`src/rtl/uart_rx_fsm.sv`:
```
// UART receive controller: sequences start, data, optional parity and stop
// bits on an oversampled clock and strobes the external sampler, checkers
// and deserializer at the right oversample tick of each bit.
module uart_rx_fsm (
    input  logic       clk,
    input  logic       rst,
    input  logic       rx_in,
    input  logic       par_en,
    input  logic [5:0] prescale,
    input  logic       strt_glitch,
    input  logic       par_err,
    input  logic       stp_err,
    output logic       dat_samp_en,
    output logic [5:0] edge_cnt,
    output logic [3:0] bit_cnt,
    output logic       strt_chk_en,
    output logic       deser_en,
    output logic       par_chk_en,
    output logic       stp_chk_en,
    output logic       data_valid
);

    typedef enum logic [2:0] {
        IDLE   = 3'd0,
        START  = 3'd1,
        DATA   = 3'd2,
        PARITY = 3'd3,
        STOP   = 3'd4
    } state_t;

    state_t     state;
    state_t     state_nxt;
    logic [5:0] ps;
    logic [5:0] last;
    logic [5:0] chk;
    logic       at_last;
    logic       at_chk;
    logic       err_flag;
    logic       start_det;

    // Unsupported oversampling ratios fall back to 8x.
    function automatic logic [5:0] legal_ps(input logic [5:0] p);
        case (p)
            6'd8, 6'd16, 6'd32: legal_ps = p;
            default:            legal_ps = 6'd8;
        endcase
    endfunction

    assign last      = ps - 6'd1;
    assign chk       = ps - 6'd2;
    assign at_last   = (edge_cnt == last);
    assign at_chk    = (edge_cnt == chk);
    assign start_det = (state == IDLE) && !rx_in;

    // Strobes come only from registered state and tick count, so they are glitch-free.
    assign dat_samp_en = (state != IDLE);
    assign strt_chk_en = (state == START)  && at_chk;
    assign deser_en    = (state == DATA)   && at_chk;
    assign par_chk_en  = (state == PARITY) && at_chk;
    assign stp_chk_en  = (state == STOP)   && at_chk;

    // State register.
    always_ff @(posedge clk or posedge rst) begin
        if (rst) state <= IDLE;
        else     state <= state_nxt;
    end

    // Next-state decode; bit boundaries are the ticks where edge_cnt hits last.
    always_comb begin
        state_nxt = state;
        case (state)
            IDLE:   if (!rx_in) state_nxt = START;
            START:  if (at_last) state_nxt = strt_glitch ? IDLE : DATA;
            DATA:   if (at_last && (bit_cnt == 4'd8)) state_nxt = par_en ? PARITY : STOP;
            PARITY: if (at_last) state_nxt = STOP;
            STOP:   if (at_last) state_nxt = IDLE;
            default: state_nxt = IDLE;
        endcase
    end

    // Tick and bit counters; cleared whenever the FSM is in or returning to IDLE.
    always_ff @(posedge clk or posedge rst) begin
        if (rst) begin
            edge_cnt <= 6'd0;
            bit_cnt  <= 4'd0;
        end else if ((state == IDLE) || (state_nxt == IDLE)) begin
            edge_cnt <= 6'd0;
            bit_cnt  <= 4'd0;
        end else if (at_last) begin
            edge_cnt <= 6'd0;
            bit_cnt  <= bit_cnt + 4'd1;
        end else begin
            edge_cnt <= edge_cnt + 6'd1;
        end
    end

    // Frame-wide settings: ratio frozen at start detection, parity result held to the stop bit.
    always_ff @(posedge clk or posedge rst) begin
        if (rst) begin
            ps       <= 6'd8;
            err_flag <= 1'b0;
        end else if (start_det) begin
            ps       <= legal_ps(prescale);
            err_flag <= 1'b0;
        end else if ((state == PARITY) && at_last) begin
            err_flag <= par_err;
        end
    end

    // One-cycle accept pulse after a frame with clean parity and stop bit.
    always_ff @(posedge clk or posedge rst) begin
        if (rst) data_valid <= 1'b0;
        else     data_valid <= (state == STOP) && at_last && !err_flag && !stp_err;
    end

endmodule

```
`config.mk`:
```
export PLATFORM = sky130hd
export DESIGN_NAME = uart_rx_fsm
export DESIGN_NICKNAME = d
export VERILOG_FILES = /design/src/rtl/uart_rx_fsm.sv
export SDC_FILE = /design/constraint.sdc
export NUM_CORES = 1
export LEC_CHECK = 0
export BUFFER_PORTS_ARGS = -buffer_cell sky130_fd_sc_hd__buf_4
export CAP_MARGIN = 10
export CORE_UTILIZATION = 55
export CTS_CLUSTER_SIZE = 8
export DETAILED_ROUTE_END_ITERATION = 10
export PLACE_DENSITY = 0.81
export SYNTH_ARGS = -nofsm -noshare
export SYNTH_HDL_FRONTEND = slang
export SYNTH_SLANG_ARGS = --single-unit
```
`constraint.sdc`:
```
create_clock -name clk -period 4.1 [get_ports clk]
set_input_delay 0.41 -clock clk [delete_from_list [all_inputs] [get_ports clk]]
set_output_delay 0.41 -clock clk [all_outputs]
set_load 0.005 [all_outputs]
```
==> metrics.md <==
| Metric | Value |
|---|---|
| Worst path cell trace | `inv_1, ha_1, and2_1, o21a_1, o31a_1, or3_1, nor4b_2, buf_4` |
| Yosys cell types | `42` |
| Pwr Density | `490 mW/mm2` |
| Max-Cap Viols | `0` |
| Crit Path Class | `reg -> out` |
| # H-tree levels | `1` |
| Synth area leaders | `dfrtp_1 (37%), nor2_1 (6.2%), ha_1 (5.6%), xor2_1 (4.6%), xnor2_1 (3.9%)` |
| Synthesized area | `0.00134 mm2` |
| Setup WS post-layout | `1290 ps` |
| Post-synth EDFFs | `0` |
| Synth Net Count | `170` |
| Post-CTS sizing | `0` |
| Gr usage total | `26.1%` |
| Post-CTS Hold Buffers | `0` |
| Vias | `1,177` |
| Commonest non-fill, non-tap cell in the layout | `buf_4` |
| DP HPWL | `2.30 mm` |
| Vias/cell | `5.74` |
| Net switching power | `331 uW` |
| Synth area leader | `dfrtp_1` |
| Core area | `0.00225 mm2` |
| Max Root-Sink Buffers | `2` |
| Avg WL per Cell | `14.8 um` |
| Sum of negative setup slack | `0 ps` |
| Fmax achieved | `356 MHz` |
| Status | `finished, final reports clean` |
| Number of clock sinks | `21` |
| Port Buffers | `28` |
| Final slew viol count | `0` |
| Worst VDD drop | `307 uV` |
| RD Place Congestion | `0.907` |
| Period utilization | `68.5%` |
| Die area | `0.00264 mm2` |
| Final setup fails | `0` |
| Clock transition at the registers of the reported paths | `120 ps` |
| Clock power frac | `12.9%` |
| Sequential area share after synthesis | `39.2%` |
| Final Net Count | `197` |
| CTS tree | `done` |
| Worst Setup Start Kind | `flip-flop` |
| Most frequent cells in the layout | `buf_4 (28), nor2_1 (22), dfrtp_1 (20)` |
| Routed Antenna Nets | `0` |
| Unrepaired setup endpoints after global routing | `false` |
| Crit path time final | `2810 ps` |
| DIE HEIGHT | `51.4 um` |
| Hold Crit Class | `in -> reg` |
| Synth Register Bits | `21` |
| Crit. End Element | `output port` |
| Root Buffer | `clkbuf_4` |
| CP max stage delay | `390 ps` |
| Gate Count Post-Synth | `151` |
| Final instance area | `0.00159 mm2` |
| Fillcell total | `183` |
| Buf+Inv Stages, Crit Path | `2` |
| Initial antenna violation count | `0` |
| Sequential share of power | `43.1%` |
| Pleak | `0.000726 uW` |
| CP max FO | `4` |
| Largest net degree at the start of global routing | `22` |
| Post-place setup slack | `1650 ps` |
| Share of cells above drive strength 1 | `20.9%` |
| Cells after DPL | `201` |
| Mean post-synth cell area | `8.89 um2` |
| Yosys warning total | `0` |
| Main synth FF type | `dfrtp_1` |
| First-pass GRT wire length | `5.13 mm` |
| CP delay by family, top | `simple AND/OR/NAND/NOR gates` |
| Internal power | `448 uW` |
| Clk_skew | `0.918 ps` |
| IO Count | `29` |
| 1st-iter DRT viols | `28` |
| Critical path's slowest cell | `dfrtp_1` |
| Vias in the first global route | `1,133` |
| Comb power frac | `44.0%` |
| Drt total wl | `3.04 mm` |
| Ys async rst share | `100%` |
| Crit path required time | `3690 ps` |
| Layout area overhead | `18.4%` |
| Placed inst area | `0.00156 mm2` |
| Worst slew pin tran | `834 ps` |
| Initial Util | `59.5%` |
| Global route overflow | `0` |
| DRC | `0` |
| Clk_lat worst skew | `300 ps` |
| Switching share of power | `42.5%` |
| Diodes inserted | `0` |
| Hold Vio Cnt, Final | `0` |
| FP Rows | `17` |
| Die width | `51.4 um` |
| Non-Filler Instances | `205` |
| Top cell type's share of synthesized area | `37.3%` |
| Post-CTS setup buffer count | `0` |
| Inserted Clock Buffers | `3` |
| Crit path DAT | `2400 ps` |
| Rel. slew slack | `44.4%` |
| TritonRoute pass-1 iters | `4` |
## registers in the layout, summed over array words and instances (netlist names)
| register | count |
|---|---|
| edge_cnt | 6 |
| ps | 6 |
| bit_cnt | 4 |
| state | 3 |
| data_valid | 1 |
| err_flag | 1 |
## power by group through the flow
| stage | combinational [uW] | clock (uW) | sequential (uW) |
|---|---|---|---|
| floorplan | 278 | 0 | 291 |
| global placement | 325 | 0 | 337 |
| detailed placement | 338 | 0 | 341 |
| CTS | 340 | 103 | 336 |
| global route | 382 | 109 | 346 |
| finish | 342 | 101 | 336 |
## routing by layer
layer	GRT usage (%)	routed length (um)	share of wire, %	up-vias
li1	-	-	-	587
met3	2.68	93	3.1	2
met4	8.11	19	0.63	0
met5	0	0	0	-
met1	34.1	1390	46	560
met2	44.8	1530	50	28
## layout make-up
cell class | count | area [um2] | share of cell area [%]
clock buffer | 4 | 26.3 | 1.65
inverter | 7 | 26.3 | 1.65
multi-input combinational | 117 | 764 | 48.1
sequential | 21 | 527 | 33.1
tap | 28 | 35.0 | 2.20
timing repair buffer | 28 | 210 | 13.2
## synthesized netlist by cell type (all sizes together), types with 2 or more instances
cell and number:
and2 2, or4 2, dfrtp 20, o21ai 6, nor2b 2, inv 7
nand2b 3, o31ai 4, nand2 11, o31a 2, clkbuf 4, xnor2 6
or3 2, nor2 22, o311ai 2, a21oi 5, buf 2, ha 6
xor2 8, o211a 2, nor3 7, nand3 4, and3 2, a31oi 2
nand3b 3
## metrics by stage
step / hold WS, ps / util (%) / power [uW]
after floorplan: 386 / - / 569
after global placement: 428 / 69.3 / 662
after detailed placement: 429 / 69.3 / 678
after CTS: 249 / 70.5 / 779
after global routing: 244 / 70.5 / 837
final: 257 / 70.5 / 779
## final timing paths
check	from	to	slack (ps)	cells past startpoint
max	ps[1]$_DFFE_PP0P_	strt_chk_en	1290	8
min	stp_err	data_valid$_DFF_PP0_	260	2
max reg2reg	ps[1]$_DFFE_PP0P_	edge_cnt[4]$_DFF_PP0_	1860	7
min reg2reg	err_flag$_DFFE_PP0P_	data_valid$_DFF_PP0_	450	1
max in group asynchronous	rst	bit_cnt[0]$_DFFE_PP0P_	3320	2
min in group asynchronous	rst	data_valid$_DFF_PP0_	270	2
## cells by family (layout without fill, tap and decap cells)
family	Yosys count	after routing	share of synthesized area (%)
adder cells (fa/ha/maj)	6	6	5.59
AO/OA/AOI/OAI	31	31	16.5
XOR/XNOR	14	14	9.69
flip-flops	21	21	39.2
buffers and inverters	13	39	3.82
multiplexers	1	1	0.746
AND/OR/NAND/NOR	65	65	24.4
No activity file was read; power rests on OpenSTA's default activity.
